<file path="config.mk">
export PLATFORM = sky130hd
export DESIGN_NAME = dnn_out_argmax
export DESIGN_NICKNAME = d
export VERILOG_FILES = /design/src/rtl/dnn_out_argmax.sv
export SDC_FILE = /design/constraint.sdc
export NUM_CORES = 1
export LEC_CHECK = 0
export ABC_AREA = 1
export CORE_ASPECT_RATIO = 1.5
export CORE_MARGIN = 3
export CORE_UTILIZATION = 34
export CTS_CLUSTER_DIAMETER = 50
export CTS_CLUSTER_SIZE = 20
export DETAILED_ROUTE_END_ITERATION = 10
export DONT_BUFFER_PORTS = 1
export SYNTH_ARGS = -nofsm -noshare
export SYNTH_HDL_FRONTEND = slang
export SYNTH_SLANG_ARGS = --single-unit
</file>
<file path="constraint.sdc">
create_clock -name clk -period 2.5 [get_ports clk]
set_input_delay 0.125 -clock clk [delete_from_list [all_inputs] [get_ports clk]]
set_output_delay 0.125 -clock clk [all_outputs]
set_load 0.05 [all_outputs]
</file>
<file path="src/rtl/dnn_out_argmax.sv">
// Output stage of the inference engine: snapshots the class scores on the rising
// edge of nn_done, serially scans them for the winning class, and gives indexed readout.
module dnn_out_argmax #(
  parameter int DATA_WIDTH  = 15,
  parameter int NUM_CLASSES = 10,
  parameter int IDX_WIDTH   = 4
) (
  input  logic                               clk,
  input  logic                               rst,
  input  logic                               nn_done,
  input  logic [NUM_CLASSES*DATA_WIDTH-1:0]  scores,
  input  logic                               clear,
  input  logic [IDX_WIDTH-1:0]               out_idx,
  output logic signed [DATA_WIDTH-1:0]       out,
  output logic                               out_idx_err,
  output logic                               busy,
  output logic                               argmax_valid,
  output logic                               argmax_pulse,
  output logic [IDX_WIDTH-1:0]               argmax_idx,
  output logic signed [DATA_WIDTH-1:0]       argmax_val
);

  typedef enum logic [1:0] {IDLE, SCAN, DONE} state_t;

  localparam logic [IDX_WIDTH-1:0] LAST = IDX_WIDTH'(NUM_CLASSES - 1);
  localparam logic [IDX_WIDTH:0]   NCLS = (IDX_WIDTH + 1)'(NUM_CLASSES);

  state_t                                   r_state;
  logic [NUM_CLASSES-1:0][DATA_WIDTH-1:0]   r_snap;
  logic                                     r_done_q;
  logic [IDX_WIDTH-1:0]                     r_ptr;
  logic [IDX_WIDTH-1:0]                     r_best_idx;
  logic signed [DATA_WIDTH-1:0]             r_best_val;

  logic                                     w_capture;
  logic signed [DATA_WIDTH-1:0]             w_cand;
  logic                                     w_gt;
  logic [IDX_WIDTH-1:0]                     w_nxt_idx;
  logic signed [DATA_WIDTH-1:0]             w_nxt_val;
  logic                                     w_rd_ok;
  logic [IDX_WIDTH-1:0]                     w_rd_sel;

  assign w_capture = nn_done & ~r_done_q;

  // Strict greater-than so ties keep the earlier (lower) class index.
  assign w_cand    = $signed(r_snap[r_ptr]);
  assign w_gt      = w_cand > r_best_val;
  assign w_nxt_idx = w_gt ? r_ptr  : r_best_idx;
  assign w_nxt_val = w_gt ? w_cand : r_best_val;

  assign w_rd_ok   = {1'b0, out_idx} < NCLS;
  assign w_rd_sel  = w_rd_ok ? out_idx : '0;

  assign busy = (r_state == SCAN);

  always_ff @(posedge clk) begin
    if (rst) begin
      r_state      <= IDLE;
      r_snap       <= '0;
      r_done_q     <= 1'b0;
      r_ptr        <= '0;
      r_best_idx   <= '0;
      r_best_val   <= '0;
      out          <= '0;
      out_idx_err  <= 1'b0;
      argmax_valid <= 1'b0;
      argmax_pulse <= 1'b0;
      argmax_idx   <= '0;
      argmax_val   <= '0;
    end else begin
      r_done_q     <= nn_done;
      argmax_pulse <= 1'b0;
      // Readout sees the pre-capture snapshot at the capture edge.
      out          <= r_snap[w_rd_sel];
      out_idx_err  <= ~w_rd_ok;

      if (w_capture) begin
        r_snap       <= scores;
        r_best_idx   <= '0;
        r_best_val   <= scores[DATA_WIDTH-1:0];
        r_ptr        <= IDX_WIDTH'(1);
        argmax_valid <= 1'b0;
        r_state      <= SCAN;
      end else if (clear) begin
        r_state      <= IDLE;
        argmax_valid <= 1'b0;
        argmax_idx   <= '0;
        argmax_val   <= '0;
      end else if (r_state == SCAN) begin
        r_best_idx <= w_nxt_idx;
        r_best_val <= w_nxt_val;
        r_ptr      <= r_ptr + 1'b1;
        if (r_ptr == LAST) begin
          r_state      <= DONE;
          argmax_idx   <= w_nxt_idx;
          argmax_val   <= w_nxt_val;
          argmax_valid <= 1'b1;
          argmax_pulse <= 1'b1;
        end
      end
    end
  end

endmodule

</file>
==> run_results.csv, run 1 <==
group,metric,value,unit
synthesis,synth_top_cell_by_area,"dfxtp_1",
timing,slew_headroom,0.457,
clocking,insertion_delay,0.54,ns
grt,antenna_found_initial,0,
clocking,cts.sinks,212,
grt,gr-usage-all-layers,0.259,
floorplanning,die-area,34100,um2
synthesis,syn_area_per_cell,6.68,um2
finish,post-route-util,0.504,
synthesis,synth.top_cell.area_share,0.392,
flow_run,cap_violations,0,
timing,final.period_utilization,1.18,
min_path,min_path_type,"input pin to register",
timing,rsz0062_at_grt,"true",
grt,grt_max_degree,92,
floorplanning,ios,196,
synthesis,yosys.cell_types.count,30,
finish,nNetsFinal,2050,
critical_path,worstPathArrival,3.37,ns
critical_path,critPathKind,"register to register",
place,port_buffers,0,
finish,layout_commonest_cell,"nand2_1",
synthesis,synthTopCellsByArea,"dfxtp_1 39%, o21ai_0 11%, nand2_1 10%",
clocking,numCtsBuffers,24,
timing,worst_slew_pin_slew,0.812,ns
finish,drive_gt1_frac,0.199,
place,gp_congestion,0.908,
finish,mostFrequentLayoutCells,"247 x nand2_1, 223 x o21ai_0, 210 x dfxtp_1",
timing,period_needed,2.94,ns
route,drtPass1Iterations,6,
pwr,pwr_density_cell,662,nW/um2
floorplanning,num_rows,79,
finish,syn_to_final_growth,45.2,%
pwr,totalPowerFinal,10400,uW
place,dp_hpwl,32000,um
critical_path,required,2.93,ns
timing,finClkSkew,0.0168,ns
timing,finalHoldViolations,0,
timing,holdWs,0.0130,ns
clocking,cts_buffer_depth,3,
route,vias,12198,
synthesis,syn_nets,1796,
floorplanning,core-area,31200,um2
route,routed_wl,46200,um
grt,grt_pass1_vias,11922,
pwr,vdd_drop_max,0.000478,V
timing,finalWorstSetupSlack,-0.440,ns
synthesis,netlist_area,10800,um2
timing,drv_slew,0,
critical_path,worstPathMaxFanout,7,
route,wl_per_cell,20.1,um
route,drt_iter0_drc,1001,
synthesis,syn_inst,1621,
synthesis,yosysWarnings,0,
run_status,violations,"setup timing",
route,final_antenna_net_count,0,
route,viasPerCell,5.31,
run_status,status,"complete, but fails checks",
clocking,tritoncts,"built",
finish,antenna_cells,0,
route,drc,0,
floorplanning,die_y,225,um
critical_path,end_kind,"register",
clocking,path_clk_slew,0.08,ns
synthesis,ys_seq_elements,212,
timing,setup_viol,38,
floorplanning,die-width,152,um
clocking,root_buffer,"clkbuf_16",
floorplanning,start_util,0.347,
clocking,htreeDepth,1,
pwr,p_leak,0.00688,uW
timing,fmax,0.340,GHz
grt,grt_overflow,0,
critical_path,cp-start-kind,"register",
synthesis,yosysSeqAreaShare,0.392,
grt,grt_pass1_wl,67900,um
## cell type report
| type | instances | area [um2] |
|---|---|---|
| clock buffers | 28 | 678 |
| clock inverters | 15 | 164 |
| fillers | 3013 | 15500 |
| inverters | 183 | 697 |
| multi-input cells | 1119 | 6170 |
| flip-flops and latches | 212 | 4250 |
| well taps | 405 | 507 |
| repair buffers | 335 | 3260 |
## power breakdown
part           switching (uW)  total, uW  internal (uW)  leakage [uW]
clock                    1680       3720           2030      0.000414
sequential                248       3860           3620       0.00175
combinational            1660       2830           1160       0.00471
## per-stage QoR
step	area (um2)	std cells	setup WS (ns)	setup TNS, ns
floorplan	10900	1621	-0.0186	-0.274
global route	15700	2297	-0.556	-19.38
finish	15700	2297	-0.440	-15.40
detailed placement	12200	2067	-0.532	-18.29
CTS	15100	2282	-0.289	-9.80
global placement	12200	2067	-0.522	-17.55
## metal layers
metal  track usage  wire length, um  vias to the layer above
met5             0                0                        -
met4         0.148             3140                        0
met3        0.0314             2980                      144
met2         0.466            23500                      561
met1         0.292            16500                     5659
li1              -                -                     5834
## sequential cells by signal, summed over array words and instances, names as in the netlist
| name | cells |
|---|---|
| argmax_idx | 4 |
| argmax_pulse | 1 |
| argmax_val | 15 |
| out | 15 |
| out_idx_err | 1 |
| r_best_idx | 4 |
| r_best_val | 15 |
| r_done_q | 1 |
| r_ptr | 4 |
| r_snap | 150 |
| r_state | 2 |
## timing repair
item / in CTS / in global routing
endpoints found under the setup margin: 38 / 39
pin swaps: 20 / 62
gates resized for setup: 78 / 114
hold buffers: 153 / 0
hold endpoints to repair: 173 / 0
cloned: 8 / 4
setup buffers: 11 / 11
## kinds of logic after synthesis
kind of cell | count (synthesis) | synth area share
flip-flops | 212 | 0.392
AO/OA/AOI/OAI | 495 | 0.243
buffers and inverters | 296 | 0.112
AND/OR/NAND/NOR | 601 | 0.233
adder cells (fa/ha/maj) | 17 | 0.0196
## final timing paths
kind	from	to	slack, ns	cells past startpoint
worst min-delay path	scores[51]	r_snap[51]	0.01	2
worst max-delay path	r_ptr[0]	argmax_idx[3]	-0.44	20
worst max register to register	r_ptr[0]	argmax_idx[3]	-0.44	20
worst min register to register	r_snap[78]	r_snap[78]	0.47	2
## worst max-delay path, stage by stage, from the launching register on
cell and delay, ns:
dfxtp_4 0.42, buf_12 0.16, buf_8 0.13, buf_4 0.13, o21ai_1 0.15, nand3_1 0.16
nand3_1 0.12, nand2_2 0.09, ha_4 0.28, nand2_4 0.05, nor2_4 0.09, inv_2 0.07
buf_6 0.11, nor2_4 0.13, nand3_4 0.14, buf_12 0.17, buf_12 0.14, nand3_2 0.09
nand2_1 0.06, nand2_1 0.06, nand2_1 0.06
## cell usage after synthesis, drive strengths merged
cell,number
a21oi,171
buf,45
clkbuf,68
clkinv,3
dfxtp,212
ha,17
inv,180
nand2,298
nand3,135
nand4,1
nor2,165
nor3,2
o211ai,31
o21a,1
o21ai,261
o21bai,28
o221ai,1
o22ai,1
o31ai,1
(Power assumes the default switching activity.)
==> inputs of run 2 (changes only) <==
MAX_ROUTING_LAYER = met4   (was default)
SKIP_CTS_REPAIR_TIMING = 1   (was default)
==> run 2 against run 1 <==
Net effect: the run ends with hold timing, setup timing left; final area decreased by 0.64%; hold slack got worse by 0.045 ns; first-iteration DRC count fell by 24%; flip-flop and latch count did not move; maximum frequency grew 0.11%; register-to-register slack hardly changed; critical endpoint is now argmax_val[5].
==> run_results.csv, run 2 (same netlist as run 1, synthesis figures left out) <==
group,metric,value,unit
floorplanning,num_rows,79,
grt,top_usage_layer,"met2",
clocking,cts.sinks,212,
timing,worst_slew_pin_slew,0.849,ns
critical_path,r2r_setup_slack,-0.44,ns
clocking,tritoncts,"built",
route,routed_wl,46700,um
finish,layout_commonest_cell,"nand2_1",
flow_run,cap_violations,0,
finish,fillers,3056,
clocking,numCtsBuffers,25,
pwr,vdd_drop_max,0.000502,V
clocking,insertion_delay,0.54,ns
critical_path,cp.depth,20,
grt,grt_pass1_vias,10712,
route,vias,12192,
grt,gr-usage-met3,0.0280,
critical_path,timing.rr.end,"argmax_val[5]",
critical_path,worstPathArrival,3.42,ns
route,wl_per_cell,20.3,um
finish,syn_to_final_growth,44.3,%
route,final_antenna_net_count,0,
min_path,hp-start,"scores[0]",
critical_path,r2r-start,"r_ptr[0]",
finish,regMostFlops,"r_snap",
place,post-place-ws,-0.672,ns
clocking,path_clk_slew,0.07,ns
critical_path,cp-start-kind,"register",
place,dpl_cell_area,12200,um2
clocking,root_buffer,"clkbuf_16",
min_path,worstHoldEndpoint,"r_snap[0]",
timing,final.period_utilization,1.17,
place,gp_congestion,0.924,
timing,slew_headroom,0.432,
route,drtPass1Iterations,5,
critical_path,slowest_stage,"dfxtp_4",
run_status,violations,"hold timing, setup timing",
floorplanning,ios,196,
critical_path,end_kind,"register",
critical_path,worstPathMaxFanout,7,
timing,finClkSkew,0.0140,ns
floorplanning,die-width,152,um
finish,finalInstanceArea,15600,um2
finish,post-route-util,0.500,
route,drc,0,
critical_path,r2r_cells,20,
critical_path,crit_chain,"buf_12 > clkbuf_16 > buf_6 > o211ai_1 > nand3_1 > nand3_1 > nand2_2 > ha_4 > nand3_2 > nand2_2 > nand2_1 > nand2_1 > nand2_2 > buf_6 > nand3_4 > nand2_4 > nand3_1 > nand2_1 > nand2_1 > nand2_1",
timing,finalWorstSetupSlack,-0.436,ns
grt,grt_pass1_wl,62300,um
timing,fmax,0.341,GHz
timing,tns,-13.99,ns
min_path,hold_depth,2,
grt,grt_overflow,0,
grt,use_met1,0.284,
floorplanning,start_util,0.347,
critical_path,path_common_cell,"nand2_1",
route,drt_iter0_drc,764,
route,viasPerCell,5.31,
grt,gr-usage-all-layers,0.248,
critical_path,critPathKind,"register to register",
clocking,htreeDepth,1,
timing,period_needed,2.94,ns
pwr,pwr_density_cell,681,nW/um2
finish,nNetsFinal,2046,
place,dp_hpwl,32300,um
finish,mostFrequentLayoutCells,"254 x nand2_1, 223 x o21ai_0, 210 x dfxtp_1",
grt,antenna_found_initial,1,
grt,grt_use_met2,0.432,
grt,grt_max_degree,92,
floorplanning,die-area,34100,um2
timing,rsz0062_at_grt,"true",
pwr,p_leak,0.00686,uW
timing,drv_slew,0,
timing,setup_viol,38,
floorplanning,die_y,225,um
critical_path,path_delay_family,"simple AND/OR/NAND/NOR gates",
min_path,min_path_type,"input pin to register",
clocking,cts_buffer_depth,3,
critical_path,max_stage_delay,0.37,ns
critical_path,required,2.99,ns
run_status,status,"complete, but fails checks",
timing,holdWs,-0.0322,ns
finish,largest_reg_flops,150,
finish,drive_gt1_frac,0.198,
timing,finalHoldViolations,4,
floorplanning,core-area,31200,um2
critical_path,crit_buf_inv,4,
place,port_buffers,0,
## run 2: area by class of cell
cell class                 count  area [um2]  share of cell area
antenna                        2        5.00            0.000320
clock inverter                20         277              0.0177
timing repair buffer         330        3160               0.202
sequential                   212        4250               0.272
multi-input combinational   1119        6110               0.391
inverter                     183         696              0.0445
tap                          405         507              0.0324
clock buffer                  25         626              0.0400
## run 2: how the worst max path moves through the flow
stage | start | endpoint | slack [ns]
2_1_floorplan | r_ptr[0] | r_best_val[10] | -0.02
6_report | r_ptr[0] | argmax_val[5] | -0.44
3_3_place_gp | r_ptr[0] | argmax_val[9] | -0.62
3_5_place_dp | r_ptr[0] | argmax_val[9] | -0.67
4_1_cts | r_ptr[0] | argmax_val[9] | -0.68
5_1_grt | r_ptr[0] | argmax_val[5] | -0.55
## run 2: per-layer routing
metal  part of all wire  vias to the layer above
li1                   -                     5829
met1               0.37                     5733
met2               0.52                      488
met3              0.058                      142
met4              0.059                        0
met5                  0                        -
## run 2: power by group
| part | internal (uW) | total, uW | switching [uW] |
|---|---|---|---|
| Clock | 2110 | 3980 | 1870 |
| Sequential | 3610 | 3860 | 242 |
| Combinational | 1150 | 2800 | 1650 |
| Total | 6870 | 10600 | 3770 |
## run 2: metrics by stage
| stage | hold WS (ns) | instances | power (uW) |
|---|---|---|---|
| finish | -0.0322 | 2296 | 10600 |
| detailed placement | 0.203 | 2076 | 5900 |
| global placement | 0.204 | 2076 | 5880 |
| floorplan | 0.228 | 1621 | 5140 |
| CTS | -0.373 | 2121 | 9880 |
| global route | 0.00986 | 2295 | 11100 |
